$ cat src/rtl/shift_seq_ctrl.sv
// -----------------------------------------------------------------------------
// shift_seq_ctrl
//   Command-driven sequencer for a W-bit universal shift register. A command is
//   accepted with a valid/ready handshake. The sequencer parallel-loads the
//   command word into the register and then issues cmd_count logical or
//   circular shift cycles in the requested direction. A one-cycle done pulse
//   marks completion.
//
// Ports
//   clk, rst          : clock, asynchronous active-high reset
//   cmd_valid/ready   : command handshake (ready only in IDLE)
//   cmd_data          : word to parallel-load
//   cmd_dir           : 0 = left, 1 = right
//   cmd_circ          : 0 = logical shift, 1 = circular rotate
//   cmd_fill          : serial fill bit for logical shifts
//   cmd_count         : number of shift cycles (0 = load only)
//   pause             : stalls the shift phase
//   enb/dir/s_in/mode/d : shift register controls
//   busy              : high in every state except IDLE
//   done              : one-cycle completion pulse
// -----------------------------------------------------------------------------
module shift_seq_ctrl #(
    parameter int W     = 4,
    parameter int CNT_W = 3
) (
    input  logic             clk,
    input  logic             rst,
    input  logic             cmd_valid,
    output logic             cmd_ready,
    input  logic [W-1:0]     cmd_data,
    input  logic             cmd_dir,
    input  logic             cmd_circ,
    input  logic             cmd_fill,
    input  logic [CNT_W-1:0] cmd_count,
    input  logic             pause,
    output logic             enb,
    output logic             dir,
    output logic             s_in,
    output logic [1:0]       mode,
    output logic [W-1:0]     d,
    output logic             busy,
    output logic             done
);

    typedef enum logic [1:0] {
        S_IDLE,
        S_LOAD,
        S_SHIFT,
        S_DONE
    } state_t;

    localparam logic [1:0] MODE_SHIFT  = 2'b00;
    localparam logic [1:0] MODE_ROTATE = 2'b01;
    localparam logic [1:0] MODE_LOAD   = 2'b10;

    state_t             state_q, state_d;
    logic [W-1:0]       data_q, data_d;
    logic               dir_q, dir_d;
    logic               circ_q, circ_d;
    logic               fill_q, fill_d;
    logic [CNT_W-1:0]   rem_q, rem_d;

    // NOTE: sequential state uses non-blocking assignments only, so every flop
    // samples the values computed before the edge regardless of block order.
    always_ff @(posedge clk or posedge rst) begin
        if (rst) begin
            state_q <= S_IDLE;
            data_q  <= '0;
            dir_q   <= 1'b0;
            circ_q  <= 1'b0;
            fill_q  <= 1'b0;
            rem_q   <= '0;
        end else begin
            state_q <= state_d;
            data_q  <= data_d;
            dir_q   <= dir_d;
            circ_q  <= circ_d;
            fill_q  <= fill_d;
            rem_q   <= rem_d;
        end
    end

    // NOTE: every signal written here gets a default first, so no path through
    // the case statement can leave one unassigned and infer a latch.
    always_comb begin
        state_d   = state_q;
        data_d    = data_q;
        dir_d     = dir_q;
        circ_d    = circ_q;
        fill_d    = fill_q;
        rem_d     = rem_q;
        cmd_ready = 1'b0;
        enb       = 1'b0;
        mode      = MODE_SHIFT;
        done      = 1'b0;

        unique case (state_q)
            S_IDLE: begin
                // Ready is forced low while reset is held.
                cmd_ready = ~rst;
                if (cmd_valid) begin
                    data_d  = cmd_data;
                    dir_d   = cmd_dir;
                    circ_d  = cmd_circ;
                    fill_d  = cmd_fill;
                    // The count goes straight into the down-counter, so the
                    // remaining count already equals the captured count in LOAD.
                    rem_d   = cmd_count;
                    state_d = S_LOAD;
                end
            end
            S_LOAD: begin
                enb     = 1'b1;
                mode    = MODE_LOAD;
                state_d = (rem_q != '0) ? S_SHIFT : S_DONE;
            end
            S_SHIFT: begin
                mode = circ_q ? MODE_ROTATE : MODE_SHIFT;
                if (!pause) begin
                    enb   = 1'b1;
                    rem_d = rem_q - CNT_W'(1);
                    if (rem_q == CNT_W'(1)) begin
                        state_d = S_DONE;
                    end
                end
            end
            S_DONE: begin
                done    = 1'b1;
                state_d = S_IDLE;
            end
            default: state_d = S_IDLE;
        endcase
    end

    // Data-path outputs come from captured fields only; the fill bit is
    // suppressed for rotates so the register never sees a stray serial input.
    assign d    = data_q;
    assign dir  = dir_q;
    assign s_in = fill_q & ~circ_q;
    assign busy = (state_q != S_IDLE);

endmodule

$ cat config.mk
export PLATFORM = sky130hd
export DESIGN_NAME = shift_seq_ctrl
export DESIGN_NICKNAME = d
export VERILOG_FILES = /design/src/rtl/shift_seq_ctrl.sv
export SDC_FILE = /design/constraint.sdc
export NUM_CORES = 1
export LEC_CHECK = 0
export BUFFER_PORTS_ARGS = -buffer_cell sky130_fd_sc_hd__buf_2
export CORE_MARGIN = 5
export CORE_UTILIZATION = 45
export CTS_BUF_LIST = sky130_fd_sc_hd__clkbuf_8
export DETAILED_ROUTE_END_ITERATION = 12
export GPL_TIMING_DRIVEN = 0
export HOLD_SLACK_MARGIN = 0.12
export PLACE_DENSITY = 0.8
export SLEW_MARGIN = 20
export SYNTH_ARGS = -nofsm -noshare
export SYNTH_HDL_FRONTEND = slang
export SYNTH_SLANG_ARGS = --single-unit
$ cat constraint.sdc
create_clock -name clk -period 2.2 [get_ports clk]
set_input_delay 0.44 -clock clk [delete_from_list [all_inputs] [get_ports clk]]
set_output_delay 0.44 -clock clk [all_outputs]
set_load 0.005 [all_outputs]
; Word-level counts from Yosys, hierarchy flattened
; Index checks and enable logic that the tools add are counted.
[totals]
reg_bits = 12
in_bits = 14
output_inout_bits = 12
word_cells = 38
[op_classes]
n_addsub = 1
eq_ne = 7
muxes = 14
bitwise = 3
reduce_logical = 7
[op_table]
columns = operator, count
row1 = 2-bit case mux with 4 select lines, 1
row2 = 2-bit two-way mux, 3
row3 = 3-bit two-way mux, 2
row4 = "2-bit != test, second input constant", 3
row5 = 3-bit case mux with 2 select lines, 1
row6 = 3-bit AND reduction, 2
row7 = 1-bit two-way mux, 5
row8 = "2-bit equality test, second input constant", 2
row9 = 2-bit case mux with 2 select lines, 1
row10 = 2-bit nonzero test, 2
row11 = "3-bit by 1-bit equality test with 1-bit output, second input constant", 1
row12 = 3-bit nonzero test, 1
row13 = "3-bit by 1-bit subtractor with 3-bit output, second input constant", 1
row14 = "2-bit by 1-bit equality test with 1-bit output, second input constant", 1
row15 = 2-bit logical NOT, 1
row16 = 1-bit NOT, 2
row17 = 1-bit case mux with 2 select lines, 1
row18 = 2-bit AND reduction, 1
row19 = 1-bit AND, 1

; Depth between registers and ports, before layout
[depth]
word_depth = 4
mapped_depth = 6
depth_no_buf = 5

; Worst setup path after synthesis
; No wires, ideal clock.
[synth_path]
path_type = flip-flop to output port
start = register state_q[0]
end = output port enb
arrival_ns = 1.189
t_required_ns = 1.760
path_slack_ns = 0.571
stages_incl_launch_ff = 6
path_buffers = 1
path_cell_list = dfrtp_1 inv_1 ha_1 buf_2 nor2b_1 o21a_1
[synth_via]
elab_chain_len = 2
elab_cells_between_ends = 3
classes_between = 2 x eq/ne / 1 x mux
[synth_lines]
columns = item, line
row1 = from (decl), 56  ; state_t state_q, state_d;
row2 = from (signal assigned), 74  ; state_q <= state_d;
row3 = 2-bit equality test / 2-bit by 1-bit equality test with 1-bit output (equally long branches), 97  ; unique case (state_q)
row4 = 1-bit case mux with 2 select lines *, 97
row5 = to (decl), 36  ; output logic enb,
; Every way passes the cells marked *; elsewhere a longest branch is shown, timed or not.

; Worst setup path after layout
; Same ends and word-level chain as after synthesis.

==> flow_summary_export.csv <==
group,metric,value,unit
pwr,swShare,36.4,%
flow_run,maxCapViolCount,0,
pwr,combPwrFrac,51.5,%
place,dp_hpwl,1170,um
global_routing,grt_usage,12.3,%
clock_tree,worst_skew_pair.late_latency,0.24,ns
logic_synthesis,yosysUniqueCellTypes,27,
worst_setup_path,rrSetupSlack,0.55,ns
status,status,"completed",
logic_synthesis,syn-cell-area,729,sq um
logic_synthesis,yosysMostFrequentCell,"dfrtp_1",
logic_synthesis,synth_edf_count,0,
detailed_routing,drt-pass1-iter-count,2,
clock_tree,clock-sinks,12,
global_routing,grt_antenna_before_repair,0,
worst_setup_path,critPathCaptureType,"primary output",
clock_tree,clock_path_buffers,2,
logic_synthesis,yosys-top-cells-area,"dfrtp_1, ha_1, mux2_2",
worst_hold_path,hp-class,"in -> async",
worst_setup_path,cp_cell_sequence,"inv_2, ha_1, buf_2, nor2b_1, o21a_1, buf_2",
global_routing,grt_max_degree,13,
detailed_routing,vias,574,
finish,fin_nets,117,
sta,slew_viol_final,0,
worst_setup_path,crit_type,"reg -> out",
detailed_routing,wl_per_cell,13.0,um
worst_setup_path,crit_path_max_fanout,10,
worst_setup_path,max_stage_delay,0.42,ns
logic_synthesis,synth_compound_area_share,10.5,%
global_routing,gr-total-overflow,0,
logic_synthesis,synthMuxAreaShare,15.1,%
finish,n_fill_cell,138,
detailed_routing,totalWireLength,1420,um
global_routing,first_global_vias,620,
sta,maxClockFrequency,483,MHz
clock_tree,hold_buffers,0,
detailed_routing,drc,0,
clock_tree,post_cts_buffers,0,
clock_tree,path_clk_slew,0.05,ns
logic_synthesis,synth_seq_cells,12,
worst_setup_path,r2r_cells,5,
logic_synthesis,synth_commonest_cells,"dfrtp_1, ha_1, inv_1",
logic_synthesis,async_flop_share,100,%
logic_synthesis,synthAdderAreaFrac,15.4,%
pwr,pwr-share-seq,30.6,%
logic_synthesis,synth-simple-area-share,13.0,%
place,place_area,875,sq um
finish,drive_gt1_share,45.2,%
die,dieWidth,50.3,um
sta,whs,0.211,ns
worst_setup_path,timing.rr.end,"state_q[1]",
logic_synthesis,synth-seq-area-share,41.2,%
logic_synthesis,synth_top_family_by_area,"adder cells",
clock_tree,cts-resized-gates,0,
logic_synthesis,syn_avg_cell_area,11.4,sq um
worst_setup_path,crit_top_cell,"buf_2",
sta,fin_skew,0.00305,ns
detailed_routing,ant_nets,0,
finish,areaGrowthSynthToFinish,27.4,%
place,port-buffer-count,25,
logic_synthesis,synth_xor_area_share,0,%
clock_tree,cts_tree,"built",
die,fp.dieArea,2530,sq um
clock_tree,root_buffer,"clkbuf_8",
logic_synthesis,yosysTopAreaCell,"dfrtp_1",
worst_setup_path,r2r_start,"rem_q[1]",
worst_setup_path,cp_data_required_time,1.76,ns
detailed_routing,drtIter0Drc,2,
worst_setup_path,crit_path_start,"state_q[0]",
sta,setup_viol,0,
place,gp_congestion,0.841,
finish,antennaDiodeCount,0,
pwr,pwr-share-clk,17.9,%
die,io_pins,26,
worst_setup_path,crit_path_start_kind,"register",
sta,rsz0062_at_grt,"no",
pwr,peakVddDrop,0.000770,V
pwr,total_leakage_power,0.485,nW
pwr,internal_power,0.000841,W
detailed_routing,avgViaCountPerCell,5.27,
worst_setup_path,worstPathArrival,1.63,ns
sta,layout_min_cycle_time,2.07,ns
sta,hold_viol_final,0,
logic_synthesis,synth_top_area_share,41.2,%
logic_synthesis,synth_fp_nets,87,
clock_tree,cts_buffers,3,
pwr,power.switching,0.000481,W
pwr,power_density,1420,nW/um^2
finish,fin_area,930,sq um
sta,fin_crit_sh,94.2,%
die,core-area,1520,sq um
die,initial_core_util,47.9,%
clock_tree,h-tree-depth,1,
sta,setup_tns,0,ns
worst_setup_path,endpoint,"enb",
worst_setup_path,cp_slowest_cell,"dfrtp_1",
logic_synthesis,synthFlopType,"dfrtp_1",
finish,utilization,61.0,%
logic_synthesis,syn_inst,64,
die,dieHeight,50.3,um
sta,max_slew.worst_pin.slew,0.461,ns
sta,maxSlewHeadroom,69.3,%
global_routing,grt_pass1_wl,2440,um
die,row_count,14,
logic_synthesis,yosysWarnings,0,
per-layer routing:
metal  vias up  global-route usage, %  wire (um)
met1       270                   13.5        620
li1        280                      -          -
met5         -                      0          0
met3         4                   2.07         90
met4         0                   6.55         23
met2        20                   22.2        686
area by class of cell:
class / instances / area, sq um / area share [%]
multi-input combinational: 43 / 394 / 42.4
timing repair buffer: 25 / 125 / 13.5
clock buffer: 4 / 55.1 / 5.92
tap: 16 / 20.0 / 2.15
buffer: 1 / 5.00 / 0.538
inverter: 8 / 30.0 / 3.23
sequential: 12 / 300 / 32.3
sequential cells by signal, indices dropped and copies added (netlist names):
| register | count |
|---|---|
| d | 4 |
| rem_q | 3 |
| state_q | 2 |
| circ_q | 1 |
| dir | 1 |
| fill_q | 1 |
stage by stage:
| step | total power [W] | std cells | worst slack, ns |
|---|---|---|---|
| 6_report | 0.00132 | 109 | 0.128 |
| 5_1_grt | 0.00145 | 109 | 0.0370 |
| 4_1_cts | 0.00134 | 109 | 0.0570 |
| 3_5_place_dp | 0.00110 | 105 | 0.329 |
| 3_3_place_gp | 0.00107 | 105 | 0.332 |
| 2_1_floorplan | 0.000877 | 64 | 0.571 |
how the worst min path moves through the flow:
| stage | startpoint | endpoint | slack, ns | depth (start not counted) |
|---|---|---|---|---|
| after global placement | rst | dir | 0.48 | 2 |
| after floorplan | rst | circ_q | 0.30 | 1 |
| after CTS | rst | dir | 0.22 | 2 |
| after detailed placement | rst | dir | 0.48 | 2 |
| after global routing | rst | circ_q | 0.25 | 2 |
| final | rst | dir | 0.21 | 2 |
power by group through the flow:
stage          logic (W)  clock network [W]  registers, W
6_report        0.000680           0.000236      0.000405
5_1_grt         0.000769           0.000256      0.000422
4_1_cts         0.000691           0.000244      0.000404
3_5_place_dp    0.000689                  0      0.000407
3_3_place_gp    0.000671                  0      0.000399
2_1_floorplan   0.000478                  0      0.000399
cell usage in the layout, fill, tap and decap left out, types with 2 or more instances in the layout:
| cell | instances |
|---|---|
| mux2_2 | 7 |
| clkbuf_8 | 4 |
| mux2i_1 | 2 |
| nor2_1 | 3 |
| ha_1 | 9 |
| nor2b_1 | 3 |
| inv_1 | 7 |
| buf_2 | 26 |
| dfrtp_1 | 12 |
cells by family (layout without fill, tap and decap cells):
kind of cell    Yosys count  in the layout
simple gates             15             15
flops                    12             12
mux                      10             10
buf+inv                   9             38
compound gates            9              9
fa+ha+maj                 9              9
worst max-delay path: cells and delay by family (launching register included):
kind	cells	cell delay, ns
AND/OR/NAND/NOR	1	0.22
flip-flops	1	0.42
buffers and inverters	3	0.43
AO/OA/AOI/OAI	1	0.13
adder cells (fa/ha/maj)	1	0.19
Power figures use the tool's default switching activity.
